[config.mk]
export PLATFORM = sky130hd
export DESIGN_NAME = uart_tx
export DESIGN_NICKNAME = d
export VERILOG_FILES = /design/src/rtl/manq_uart_pkg.sv /design/src/rtl/uart_tx_baud_tick.sv /design/src/rtl/uart_tx.sv
export SDC_FILE = /design/constraint.sdc
export NUM_CORES = 1
export LEC_CHECK = 0
export BUFFER_PORTS_ARGS = -buffer_cell sky130_fd_sc_hd__buf_2
export CELL_PAD_IN_SITES_DETAIL_PLACEMENT = 0
export CELL_PAD_IN_SITES_GLOBAL_PLACEMENT = 2
export CORE_UTILIZATION = 37
export DETAILED_ROUTE_END_ITERATION = 8
export MAX_ROUTING_LAYER = met4
export PLACE_DENSITY = 0.82
export SETUP_SLACK_MARGIN = 0.5
export SLEW_MARGIN = 20
export SYNTH_ARGS = -nofsm -noshare
export SYNTH_HDL_FRONTEND = slang
export SYNTH_SLANG_ARGS = --single-unit
[constraint.sdc]
create_clock -name clk_i -period 2.05 [get_ports clk_i]
set_input_delay 0.41 -clock clk_i [delete_from_list [all_inputs] [get_ports clk_i]]
set_output_delay 0.41 -clock clk_i [all_outputs]
set_load 0.01 [all_outputs]
[src/rtl/manq_uart_pkg.sv]
// Shared UART types and line levels for the transmitter and the future receiver.
// Parity support is compiled in with UART_TX_PARITY_EN.
package manq_uart_pkg;

    typedef enum logic [2:0] {
        IDLE   = 3'd0,
        START  = 3'd1,
        DATA   = 3'd2,
        PARITY = 3'd3,
        STOP   = 3'd4
    } uart_tx_state_e;

    localparam int   DATA_BITS   = 8;
    localparam logic IDLE_LEVEL  = 1'b1;
    localparam logic START_LEVEL = 1'b0;
    localparam logic STOP_LEVEL  = 1'b1;

endpackage

[src/rtl/uart_tx_baud_tick.sv]
// Bit-time divider: tick_o marks the last clock of every bit time.
// clear_i holds the count at zero so a new frame starts on a full bit.
module baud_tick #(
    parameter int CLKS_PER_BIT = 16
) (
    input  logic clk_i,
    input  logic rst_ni,
    input  logic clear_i,
    output logic tick_o
);

    localparam int CW = (CLKS_PER_BIT > 1) ? $clog2(CLKS_PER_BIT) : 1;
    localparam logic [CW-1:0] LAST = CW'(CLKS_PER_BIT - 1);

    logic [CW-1:0] cnt_q;

    assign tick_o = (cnt_q == LAST);

    always_ff @(posedge clk_i or negedge rst_ni) begin
        if (!rst_ni) begin
            cnt_q <= '0;
        end else if (clear_i || tick_o) begin
            cnt_q <= '0;
        end else begin
            cnt_q <= cnt_q + 1'b1;
        end
    end

endmodule

[src/rtl/uart_tx.sv]
// 8N1 UART transmitter with valid/ready byte intake and a registered line output.
// Define UART_TX_PARITY_EN to append an even-parity bit before the stop bit.
//
// state  | meaning
// IDLE   | line high, ready for a byte
// START  | one bit time low
// DATA   | eight bit times, LSB first
// PARITY | one bit time of even parity (UART_TX_PARITY_EN only)
// STOP   | one bit time high, then back to IDLE
module uart_tx
    import manq_uart_pkg::*;
#(
    parameter int CLKS_PER_BIT = 16
) (
    input  logic       clk_i,
    input  logic       rst_ni,
    input  logic [7:0] data_i,
    input  logic       valid_i,
    output logic       ready_o,
    output logic       tx_o,
    output logic       busy_o
);

    uart_tx_state_e state_q;
    logic [7:0]     shift_q;
    logic [2:0]     bit_cnt_q;
    logic           tx_q;
    logic           tick;
    logic           accept;
`ifdef UART_TX_PARITY_EN
    logic           parity_q;
`endif

    assign ready_o = (state_q == IDLE);
    assign busy_o  = ~ready_o;
    assign tx_o    = tx_q;
    assign accept  = valid_i && ready_o;

    // Holding the divider clear while idle guarantees the start bit gets a full bit time.
    baud_tick #(
        .CLKS_PER_BIT(CLKS_PER_BIT)
    ) u_baud_tick (
        .clk_i  (clk_i),
        .rst_ni (rst_ni),
        .clear_i(ready_o),
        .tick_o (tick)
    );

    // tx_q is loaded with the level of the bit being entered, so the pin stays flop-driven.
    always_ff @(posedge clk_i or negedge rst_ni) begin
        if (!rst_ni) begin
            state_q   <= IDLE;
            shift_q   <= '0;
            bit_cnt_q <= '0;
            tx_q      <= IDLE_LEVEL;
`ifdef UART_TX_PARITY_EN
            parity_q  <= 1'b0;
`endif
        end else begin
            case (state_q)
                IDLE: begin
                    if (accept) begin
                        shift_q   <= data_i;
                        bit_cnt_q <= '0;
                        tx_q      <= START_LEVEL;
                        state_q   <= START;
`ifdef UART_TX_PARITY_EN
                        parity_q  <= ^data_i;
`endif
                    end
                end
                START: begin
                    if (tick) begin
                        tx_q    <= shift_q[0];
                        state_q <= DATA;
                    end
                end
                DATA: begin
                    if (tick) begin
                        shift_q <= shift_q >> 1;
                        if (bit_cnt_q == 3'(DATA_BITS - 1)) begin
`ifdef UART_TX_PARITY_EN
                            tx_q    <= parity_q;
                            state_q <= PARITY;
`else
                            tx_q    <= STOP_LEVEL;
                            state_q <= STOP;
`endif
                        end else begin
                            tx_q      <= shift_q[1];
                            bit_cnt_q <= bit_cnt_q + 1'b1;
                        end
                    end
                end
`ifdef UART_TX_PARITY_EN
                PARITY: begin
                    if (tick) begin
                        tx_q    <= STOP_LEVEL;
                        state_q <= STOP;
                    end
                end
`endif
                STOP: begin
                    if (tick) begin
                        tx_q    <= IDLE_LEVEL;
                        state_q <= IDLE;
                    end
                end
                default: begin
                    tx_q    <= IDLE_LEVEL;
                    state_q <= IDLE;
                end
            endcase
        end
    end

endmodule

==> results.yml <==
worst_setup_path:
  crit_fanout: 4
  worst-endpoint-arrival_ps: 1760
  r2r_slack_ps: 480
  worstSetupEndpointType: "flip-flop"
  worstPathRequired_ps: 2230
  cp-start-kind: "flip-flop"
  critPathKind: "flip-flop to flip-flop"
yosys:
  yosysTopAreaCell: "dfrtp_1"
  ys_types: 38
  synth.most_common_cell: "dfrtp_1"
  synth_common_cells: "dfrtp_1, nand2b_1, o221a_1"
  synth_nets: 103
  syn_area_per_cell_um2: 11.6
  yosys_warnings: 0
  synthCells: 89
  ys_seq_elements: 19
  synth.cell_area_um2: 1040
  yosys-top-cells-area: "dfrtp_1, o221a_1, nand2b_1"
  yosys_most_used_dff: "dfrtp_1"
  async_flop_share_pct: 100
  seq_area_frac_synth_pct: 46.0
  synth_edf_count: 0
  yosys.area.top_type_share_pct: 43.5
clocking:
  cts_buffers: 3
  numClockSinks: 19
  cts_max_path_buffers: 2
  clkTransAtPathRegs_ps: 120
  cts-root-buf: "clkbuf_4"
  htreeDepth: 1
  cts_tree: "done"
  clkLatencyLatePin_ps: 300
drt:
  drc: 0
  wl_per_cell_um: 14.8
  drt-pass1-iter-count: 4
  drt-initial-drc-count: 20
  drt-total-wl_um: 2200
  final_antenna_net_count: 0
  vias: 814
  viasPerCell: 5.46
sta:
  finalCritPeriodShare_pct: 76.8
  finalSetupTns_ps: 0
  fmax_mhz: 635
  worst_slew_pin_slew_ps: 424
  fin_ws_ps: 475
  fin_crit_ps: 1570
  skew_ps: 17.9
  whs_ps: 16.6
  final-max-slew-violation-count: 0
  hold_viol_final: 0
  slew_headroom_pct: 71.7
  rsz0062_at_grt: "true"
  setup_violations: 0
place:
  port_buffers: 13
  place_hpwl_um: 1400
  pre_cts_slack_ps: 354
  gp_congestion: 0.785
floorplanning:
  coreArea_um2: 2570
  num_rows: 18
  dieArea_um2: 3020
  dieWidth_um: 54.9
  die-height_um: 54.9
  initial_core_util_pct: 40.4
  io_pins: 14
hold_path:
  hp-class: "primary input to asynchronous set/reset pin"
global_route:
  grt_pass1_vias: 740
  grt_usage_pct: 17.0
  grt_pass1_wl_um: 3480
  grt.overflow.total: 0
  grt_max_degree: 20
  antenna_found_initial: 0
power:
  power.total_mw: 1.62
  p_leak_nw: 0.574
  p_per_area_nw_per_um2: 1180
  ir_drop_mv: 0.607
finish:
  fill_cells: 241
  multiInputGateArea_um2: 572
  fin_nets: 134
  antennaDiodeCount: 0
  area_growth_pct: 31.9
  regArea_um2: 479
  drive_gt1_share_pct: 47.1
outcome:
  outcome: "completed"
flow_run:
  max-cap-violations: 0
==> metal layers <==
| layer | vias up | routed length (µm) | global-route usage, % |
|---|---|---|---|
| met5 | - | 0 | - |
| met4 | 0 | 12 | 2.92 |
| li1 | 399 | - | - |
| met1 | 396 | 1030 | 22.8 |
| met3 | 2 | 80 | 4.10 |
| met2 | 17 | 1070 | 26.3 |
==> metrics by stage <==
step,std cells,utilization (%),instance area [µm²]
2_1_floorplan,89,-,1040
3_3_place_gp,130,43.9,1130
3_5_place_dp,130,43.9,1130
4_1_cts,146,50.8,1310
5_1_grt,149,53.2,1370
6_report,149,53.2,1370
==> power by group <==
group	leakage [nW]	internal [mW]	switching, mW
clock	0.0177	0.0726	0.120
sequential	0.224	0.529	0.127
combinational	0.332	0.448	0.319
total	0.574	1.05	0.567
==> logic make-up after synthesis <==
kind of cell	after synthesis	synth area share [%]
AND/OR/NAND/NOR	33	22.3
AO/OA/AOI/OAI	23	20.0
flip-flops	19	46.0
buffers and inverters	7	3.98
multiplexers	3	3.14
adder cells (fa/ha/maj)	3	3.62
XOR/XNOR	1	0.846
==> flip-flops by register name, indices dropped and copies added, names as in the netlist <==
signal             cells
tx_o                   1
u_baud_tick.cnt_q      4
state_q                3
shift_q                8
bit_cnt_q              3
==> layout by cell type (no fill, tap or decap), drive strengths merged, types with 2 or more instances in the layout <==
cell / instances
nor3: 2
a21oi: 2
nor2: 4
nand3: 4
nand2b: 11
a211oi: 2
clkbuf: 3
a21o: 2
mux2: 2
a2111oi: 2
buf: 31
inv: 2
dfrtp: 18
nor2b: 3
and3: 2
a31oi: 2
ha: 3
o221a: 7
==> repair_timing <==
action                                 4_1_cts  5_1_grt
setup endpoints to repair                   14       14
pin swaps                                    5        6
gates cloned                                 0        0
buffers inserted                            12        3
resized for setup                           16        9
hold buffers                                 0        0
endpoints found under the hold margin        0        0
==> critical path, stage by stage (launching register included) <==
cell     delay (ps)
dfrtp_2         460
or3b_4          440
nor3_4          220
mux2_4          320
==> final timing paths <==
path                                 start              endpoint  depth (start not counted)
worst min register to register  shift_q[7]            shift_q[7]                          1
min in group clk_i               data_i[7]            shift_q[7]                          3
worst min-delay path                rst_ni  u_baud_tick.cnt_q[3]                          1
worst max register to register  state_q[0]          bit_cnt_q[2]                          3
worst max-delay path            state_q[0]          bit_cnt_q[2]                          3
max in group asynchronous           rst_ni                  tx_o                          1
==> final cells by class <==
cell class                      count  share of cell area [%]
Clock buffer                        3                    1.65
Clock inverter                      1                   0.366
Inverter                            2                   0.733
Multi-Input combinational cell     63                    41.8
Sequential cell                    19                    35.1
Tap cell                           30                    2.75
Timing Repair Buffer               31                    17.6
Note: power is estimated with default switching activity, not from simulation.
